==> config.mk <==
export PLATFORM = sky130hd
export DESIGN_NAME = load_store_unit
export DESIGN_NICKNAME = d
export VERILOG_FILES = /design/src/rtl/load_store_unit.sv
export SDC_FILE = /design/constraint.sdc
export NUM_CORES = 1
export LEC_CHECK = 0
export CAP_MARGIN = 40
export CORE_ASPECT_RATIO = 0.6
export CORE_UTILIZATION = 40
export DETAILED_ROUTE_END_ITERATION = 12
export PLACE_DENSITY = 0.81
export SYNTH_ARGS = -nofsm -noshare
export SYNTH_HDL_FRONTEND = slang
export SYNTH_SLANG_ARGS = --single-unit
==> constraint.sdc <==
create_clock -name clk -period 1.9 [get_ports clk]
set_input_delay 0.285 -clock clk [delete_from_list [all_inputs] [get_ports clk]]
set_output_delay 0.285 -clock clk [all_outputs]
set_load 0.01 [all_outputs]
==> src/rtl/load_store_unit.sv <==
// RV32I load/store unit: one outstanding request, sequenced IDLE/ISSUE/WAIT/RESP.
// Define LSU_RVFI_EN to add the rvfi_mem_* retirement trace outputs.
module load_store_unit (
  input  logic        clk,
  input  logic        rst_n,
  input  logic        req_valid,
  output logic        req_ready,
  input  logic        req_load,
  input  logic        req_store,
  input  logic [2:0]  req_funct3,
  input  logic [31:0] req_addr,
  input  logic [31:0] req_wdata,
  output logic        resp_valid,
  output logic [31:0] resp_data,
  output logic        resp_err,
  output logic [29:0] mem_addr,
  output logic        mem_read,
  output logic        mem_write,
  output logic [31:0] mem_wdata,
  output logic [3:0]  mem_wstrb,
  input  logic [31:0] mem_rdata
`ifdef LSU_RVFI_EN
  ,
  output logic [31:0] rvfi_mem_addr,
  output logic [3:0]  rvfi_mem_rmask,
  output logic [3:0]  rvfi_mem_wmask,
  output logic [31:0] rvfi_mem_rdata,
  output logic [31:0] rvfi_mem_wdata
`endif
);

  localparam logic [1:0] ST_IDLE  = 2'd0;
  localparam logic [1:0] ST_ISSUE = 2'd1;
  localparam logic [1:0] ST_WAIT  = 2'd2;
  localparam logic [1:0] ST_RESP  = 2'd3;

  function automatic logic req_illegal(input logic ld, input logic st,
                                       input logic [2:0] f3, input logic [1:0] off);
    logic bad;
    bad = 1'b0;
    if (ld == st) begin
      bad = 1'b1;
    end else begin
      case (f3)
        3'd0:    bad = 1'b0;
        3'd1:    bad = off[0];
        3'd2:    bad = (off != 2'd0);
        3'd4:    bad = st;
        3'd5:    bad = st | off[0];
        default: bad = 1'b1;
      endcase
    end
    return bad;
  endfunction

  function automatic logic [3:0] lane_mask(input logic [1:0] size, input logic [1:0] off);
    logic [3:0] m;
    case (size)
      2'd0:    m = 4'b0001 << off;
      2'd1:    m = 4'b0011 << off;
      2'd2:    m = 4'b1111;
      default: m = 4'b0000;
    endcase
    return m;
  endfunction

  function automatic logic [31:0] load_extend(input logic [2:0] f3, input logic [31:0] word,
                                              input logic [1:0] off);
    logic [31:0] sh;
    logic [31:0] r;
    sh = word >> {off, 3'b000};
    case (f3)
      3'd0:    r = {{24{sh[7]}}, sh[7:0]};
      3'd1:    r = {{16{sh[15]}}, sh[15:0]};
      3'd2:    r = sh;
      3'd4:    r = {24'd0, sh[7:0]};
      3'd5:    r = {16'd0, sh[15:0]};
      default: r = 32'd0;
    endcase
    return r;
  endfunction

  logic [1:0]  state_q, state_d;
  logic        load_q, load_d;
  logic [2:0]  funct3_q, funct3_d;
  logic [1:0]  off_q, off_d;
  logic        mem_read_q, mem_read_d, mem_write_q, mem_write_d;
  logic [29:0] mem_addr_q, mem_addr_d;
  logic [31:0] mem_wdata_q, mem_wdata_d;
  logic [3:0]  mem_wstrb_q, mem_wstrb_d;
  logic        resp_valid_q, resp_valid_d, resp_err_q, resp_err_d;
  logic [31:0] resp_data_q, resp_data_d;
`ifdef LSU_RVFI_EN
  logic [31:0] req_addr_q, req_addr_d;
  logic [31:0] rvfi_addr_q, rvfi_addr_d, rvfi_rdata_q, rvfi_rdata_d, rvfi_wdata_q, rvfi_wdata_d;
  logic [3:0]  rvfi_rmask_q, rvfi_rmask_d, rvfi_wmask_q, rvfi_wmask_d;
`endif

  // Next-state and output computation; memory strobes and resp_valid are single-cycle pulses.
  always_comb begin
    state_d      = state_q;
    load_d       = load_q;
    funct3_d     = funct3_q;
    off_d        = off_q;
    mem_read_d   = 1'b0;
    mem_write_d  = 1'b0;
    mem_addr_d   = 30'd0;
    mem_wdata_d  = 32'd0;
    mem_wstrb_d  = 4'd0;
    resp_valid_d = 1'b0;
    resp_err_d   = 1'b0;
    resp_data_d  = resp_data_q;
`ifdef LSU_RVFI_EN
    req_addr_d   = req_addr_q;
    rvfi_addr_d  = 32'd0;
    rvfi_rdata_d = 32'd0;
    rvfi_wdata_d = 32'd0;
    rvfi_rmask_d = 4'd0;
    rvfi_wmask_d = 4'd0;
`endif
    case (state_q)
      ST_IDLE: begin
        if (req_valid) begin
          load_d   = req_load;
          funct3_d = req_funct3;
          off_d    = req_addr[1:0];
`ifdef LSU_RVFI_EN
          req_addr_d = req_addr;
`endif
          if (req_illegal(req_load, req_store, req_funct3, req_addr[1:0])) begin
            state_d      = ST_RESP;
            resp_valid_d = 1'b1;
            resp_err_d   = 1'b1;
            resp_data_d  = 32'd0;
          end else begin
            state_d     = ST_ISSUE;
            mem_read_d  = req_load;
            mem_write_d = req_store;
            mem_addr_d  = req_addr[31:2];
            if (req_store) begin
              mem_wstrb_d = lane_mask(req_funct3[1:0], req_addr[1:0]);
              mem_wdata_d = req_wdata << {req_addr[1:0], 3'b000};
            end else begin
              mem_wstrb_d = 4'd0;
              mem_wdata_d = 32'd0;
            end
          end
        end else begin
          state_d = ST_IDLE;
        end
      end
      ST_ISSUE: begin
        if (load_q) begin
          state_d = ST_WAIT;
        end else begin
          state_d      = ST_RESP;
          resp_valid_d = 1'b1;
          resp_data_d  = 32'd0;
`ifdef LSU_RVFI_EN
          rvfi_addr_d  = req_addr_q;
          rvfi_wmask_d = mem_wstrb_q;
          rvfi_wdata_d = mem_wdata_q;
`endif
        end
      end
      ST_WAIT: begin
        state_d      = ST_RESP;
        resp_valid_d = 1'b1;
        resp_data_d  = load_extend(funct3_q, mem_rdata, off_q);
`ifdef LSU_RVFI_EN
        rvfi_addr_d  = req_addr_q;
        rvfi_rmask_d = lane_mask(funct3_q[1:0], off_q);
        rvfi_rdata_d = mem_rdata;
`endif
      end
      ST_RESP: state_d = ST_IDLE;
      default: state_d = ST_IDLE;
    endcase
  end

  // State and output registers.
  always_ff @(posedge clk or negedge rst_n) begin
    if (!rst_n) begin
      state_q      <= ST_IDLE;
      load_q       <= 1'b0;
      funct3_q     <= 3'd0;
      off_q        <= 2'd0;
      mem_read_q   <= 1'b0;
      mem_write_q  <= 1'b0;
      mem_addr_q   <= 30'd0;
      mem_wdata_q  <= 32'd0;
      mem_wstrb_q  <= 4'd0;
      resp_valid_q <= 1'b0;
      resp_err_q   <= 1'b0;
      resp_data_q  <= 32'd0;
`ifdef LSU_RVFI_EN
      req_addr_q   <= 32'd0;
      rvfi_addr_q  <= 32'd0;
      rvfi_rdata_q <= 32'd0;
      rvfi_wdata_q <= 32'd0;
      rvfi_rmask_q <= 4'd0;
      rvfi_wmask_q <= 4'd0;
`endif
    end else begin
      state_q      <= state_d;
      load_q       <= load_d;
      funct3_q     <= funct3_d;
      off_q        <= off_d;
      mem_read_q   <= mem_read_d;
      mem_write_q  <= mem_write_d;
      mem_addr_q   <= mem_addr_d;
      mem_wdata_q  <= mem_wdata_d;
      mem_wstrb_q  <= mem_wstrb_d;
      resp_valid_q <= resp_valid_d;
      resp_err_q   <= resp_err_d;
      resp_data_q  <= resp_data_d;
`ifdef LSU_RVFI_EN
      req_addr_q   <= req_addr_d;
      rvfi_addr_q  <= rvfi_addr_d;
      rvfi_rdata_q <= rvfi_rdata_d;
      rvfi_wdata_q <= rvfi_wdata_d;
      rvfi_rmask_q <= rvfi_rmask_d;
      rvfi_wmask_q <= rvfi_wmask_d;
`endif
    end
  end

  assign req_ready  = (state_q == ST_IDLE);
  assign resp_valid = resp_valid_q;
  assign resp_err   = resp_err_q;
  assign resp_data  = resp_data_q;
  assign mem_read   = mem_read_q;
  assign mem_write  = mem_write_q;
  assign mem_addr   = mem_addr_q;
  assign mem_wdata  = mem_wdata_q;
  assign mem_wstrb  = mem_wstrb_q;
`ifdef LSU_RVFI_EN
  assign rvfi_mem_addr  = rvfi_addr_q;
  assign rvfi_mem_rmask = rvfi_rmask_q;
  assign rvfi_mem_wmask = rvfi_wmask_q;
  assign rvfi_mem_rdata = rvfi_rdata_q;
  assign rvfi_mem_wdata = rvfi_wdata_q;
`endif

endmodule
# Yosys cells after proc, flatten, opt, wreduce, memory -nomap -nowiden
# Index checks and enable logic that the tools add are counted.
# op_classes
n_eq_ne	17
n_shift	4
n_mux	36
n_bitwise	1
n_reduce_logical	8
# op_table
operator	count
32-bit 2-to-1 mux	7
32-bit one-hot mux with 5 select lines	1
32-bit one-hot mux with 3 select lines	1
30-bit 2-to-1 mux	3
32-bit by 5-bit << shifter with 32-bit output	1
32-bit by 5-bit right shift with 32-bit output	1
4-bit 2-to-1 mux	4
1-bit 2-to-1 mux	14
3-bit equality test, second input constant	4
4-bit one-hot mux with 3 select lines	1
2-bit one-hot mux with 4 select lines	1
2-bit equality test, second input constant	3
3-bit by 1-bit equality test with 1-bit output, second input constant	2
3-bit by 2-bit equality test with 1-bit output, second input constant	2
3-bit logical NOT	2
1-bit one-hot mux with 5 select lines	1
2-bit by 1-bit equality test with 1-bit output, second input constant	2
2-bit logical NOT	2
2-bit 2-to-1 mux	2
2-bit inequality test, second input constant	2
4-bit AND reduction	1
1-bit by 2-bit << shifter with 4-bit output, first input constant	1
2-bit by 2-bit << shifter with 4-bit output, first input constant	1
1-bit one-hot mux with 3 select lines	1
other kinds (6)	6
# word_totals
regBits	110
in_bits	104
wordCells	78

# Longest topological paths before layout
# logic_depth
depth_word	8
mapped_depth	8
mapped_depth_nobuf	5

# Worst setup path before layout
# Ideal clock, no wire load.
# synth_timing
kind	reg2reg
start	register state_q[0]
end	register resp_data_q[10] (netlist: resp_data[10])
t_arrival_ns	1.875
t_required_ns	1.775
slack_ns	-0.100
path_stages_with_launch	7
path_buffers	1
period_less_slack_ns	2.000
path_cell_list	dfrtp_1 > inv_1 > ha_1 > a221o_2 > a31oi_4 > buf_6 > mux2_4
# synth_via
elab_chain_cells	3
elab_cells_between_ends	9
cone_classes	5 x eq/ne; 1 x mux; 3 x reduce/logical
# synth_rtl
item	line	text
start, declared	83	logic [1:0] state_q, state_d;
start signal, assigned	205	state_q <= state_d;
2-bit logical NOT (*)	--	
via req_ready	7	output logic req_ready,
2-bit by 1-bit inequality test with 1-bit output (no source line), or another cell as far along	--	
4-bit AND reduction (no source line)	--	
end signal, assigned	216	resp_data_q <= resp_data_d;
end, declared	92	logic [31:0] resp_data_q, resp_data_d;
# Mark *: on every way through the listed nets, which the timed path passes. The rest lies on a longest branch.
# A chain may end at the register's enable or synchronous reset.

# Worst setup path in the final report
# layout_timing
start	register state_q[1]
end	register resp_data_q[19] (netlist: resp_data[19])
# layout_via
elab_chain_cells	3
elab_cells_between_ends	9
cone_classes	5 x eq/ne; 1 x mux; 3 x reduce/logical
# layout_rtl
item	line	text
2-bit by 1-bit equality test with 1-bit output, or another cell as far along	121	case (state_q)
2-bit inequality test (no source line), or another cell as far along	--	
4-bit AND reduction (no source line)	--	
# Parallel ways exist; a longest one is shown, timed or not.

==> metrics.txt <==
status finished, violations left; failing checks setup timing; Clk pwr share 19.2%; P per Cell Area 1139 mW/mm2; Syn Std Cell Area 0.005293 mm2; Hold Path Class in2reg; initial antenna violation count 0; sequential area share after synthesis 52.01%; Sw Ratio 34.43%; slew margin rel. 63.16%; Pint 6.108 mW; DP Worst Slack -367.7 ps; Std-Cell Rows 32; cell taking the most area after synthesis dfrtp_1; Avg WL per Cell 17.64 um; switching pwr 3.208 mW; FF+latch count, synth 110; core box area 0.01289 mm2; crit path time final 1964 ps; Ys Warns 0; clock latency on the worst-skew pair 340 ps; endpoints failing setup 27; total track usage 21.88%; share of the synthesized area in the top cell type 52.01%; vias in the first global route 4224; Critical Path Sink Type flip-flop; Die Area 0.01371 mm2; Worst EP required 2130 ps; distinct cell type count after synthesis 39; syn_nets 558; TritonRoute pass-1 iters 4; Filler Cells Inserted 991; final layout net count 787; CTS sink cnt 110; fin util 63.44%; Tcrit/Tclk final 103.4%; Die Span Y 91.10 um; DP HPWL 11.18 mm; count leader, synth dfrtp_1; Final WS setup -63.83 ps; DRC violations left 0; Max Cap Viol 0; Final Max Tran Viols 0; final WL 15.07 mm; pin count of the biggest net entering global routing 44; CTS tree done; Layout area overhead 54.54%; share of cells above drive strength 1 18.42%; setup TNS -1046 ps; synthesized instance count 450; dpl cells 832; final cell count without fillers 854; Clock Tree Root clkbuf_16; First DRT Iteration DRCs 154; Clock Skew 9.469 ps; port bufs 206; Synth Flop Type dfrtp_1; clock slew at reported path FFs 80 ps; gpl congestion 0.9023; critical path arrival 2200 ps; first-pass GRT wire length 22.86 mm; H-tree Lvls 3; Crit Path Class reg2reg; Max clock buf depth 2; via count 4300; final hold vios 0; Startpoint Class flip-flop; Antenna diodes 0; f_max 509.2 MHz; Initial Util 41.05%; Area contributors post-synth dfrtp_1 52%, mux2_4 8.8%, mux2i_1 6.4%; asr flop ratio synth 100.0%; IO Pins 207; Syn Area/Cell 11.76 um2; measured slew at the worst slew-check pin 552.7 ps; Synth top cells by count 110 x dfrtp_1, 40 x and2_1, 39 x a21oi_1; leakage 3.676 nW; GRT Residual Overflow 0; worst-path fanout max 5; Post-synth EDFFs 0; cts bufs inserted 9; Max VDD drop 719.2 uV; Die X-Extent 150.5 um; RSZ-0062 raised after global routing yes; vias per inst 5.035; Combinational Power Share 48.7%; Flop pwr share 32.1%; antenna viol nets, final 0
-- per-layer routing --
metal	part of all wire, %	up-vias	global-route usage, %
met1	47	2092	31.41
met3	8.0	15	5.729
met4	1.1	0	5.556
met5	0	-	0
li1	-	2014	-
met2	44	179	32.53
-- cells in the final DEF (no fill, tap or decap), types with 9 or more instances in the layout --
cell             count
a211oi_1            22
nand2_1             23
buf_4               33
nor2b_1             11
and2_1              40
clkdlybuf4s50_1    202
inv_1                9
clkbuf_16           11
mux2_4              33
nor2_1              35
dfrtp_1            110
a21oi_1             37
mux2_2              12
mux2i_1             34
-- critical path: stages (launching register included) --
cell and delay [ps]:
dfrtp_1 380, inv_1 90, ha_2 180, a221o_2 390
a31oi_4 200, buf_12 160, clkbuf_16 150, mux2_4 300
-- path summary, 6_finish.rpt --
path	start	end	slack, ps	cells after the start
max	state_q[1]	resp_data[19]	-60	7
min	req_load	load_q	330	3
max reg2reg	state_q[1]	resp_data[19]	-60	7
min reg2reg	resp_data[17]	resp_data[17]	520	1
max in group asynchronous	rst_n	mem_wstrb[2]	770	3
min in group asynchronous	rst_n	resp_data[28]	470	2
-- power by group through the flow --
stage	clock [mW]	sequential [mW]	combinational [mW]
after detailed placement	0	3.01	4.11
after floorplan	0	3.08	2.44
after global placement	0	3.01	4.02
final	1.79	2.99	4.53
after CTS	1.86	2.98	4.12
after global routing	1.96	3.03	4.79
-- cell type report --
cell class,instances,area (um2),area share [%]
clock buffer,10,229.0,2.799
clock inverter,6,53.80,0.6578
inverter,10,37.54,0.4589
multi-input combinational,297,2347,28.70
sequential,110,2753,33.65
tap,170,212.7,2.601
timing repair buffer,251,2546,31.13
-- metrics by stage --
stage,hold WS [ps],power (mW),area (um2)
floorplan,-10.59,5.515,5305
global placement,302.2,7.027,7757
detailed placement,313.8,7.123,7757
CTS,476.4,8.960,8049
global route,317.8,9.783,8179
finish,328.6,9.316,8179
-- logic make-up (layout without fill, tap and decap cells) --
| group | after synthesis | in the layout | share of synthesized area [%] |
|---|---|---|---|
| multiplexers | 80 | 80 | 18.63 |
| AO/OA/AOI/OAI | 83 | 83 | 10.40 |
| adder cells (fa/ha/maj) | 4 | 4 | 0.9457 |
| flip-flops | 110 | 110 | 52.01 |
| buffers and inverters | 43 | 277 | 4.492 |
| AND/OR/NAND/NOR | 130 | 130 | 13.52 |
-- sequential cells by signal, indices dropped and copies added, names as in the netlist, 2 cells and up --
| signal | count |
|---|---|
| funct3_q | 3 |
| mem_addr | 30 |
| mem_wdata | 32 |
| mem_wstrb | 4 |
| off_q | 2 |
| resp_data | 32 |
| state_q | 2 |
-- repair_timing --
action | in CTS | in global routing
setup endpoints to repair | 37 | 53
gates cloned | 0 | 3
setup buffers | 0 | 2
hold buffers | 1 | 0
hold endpoints to repair | 37 | 0
resized for setup | 2 | 13
pin swaps | 1 | 3
No activity file was read; power rests on OpenSTA's default activity.
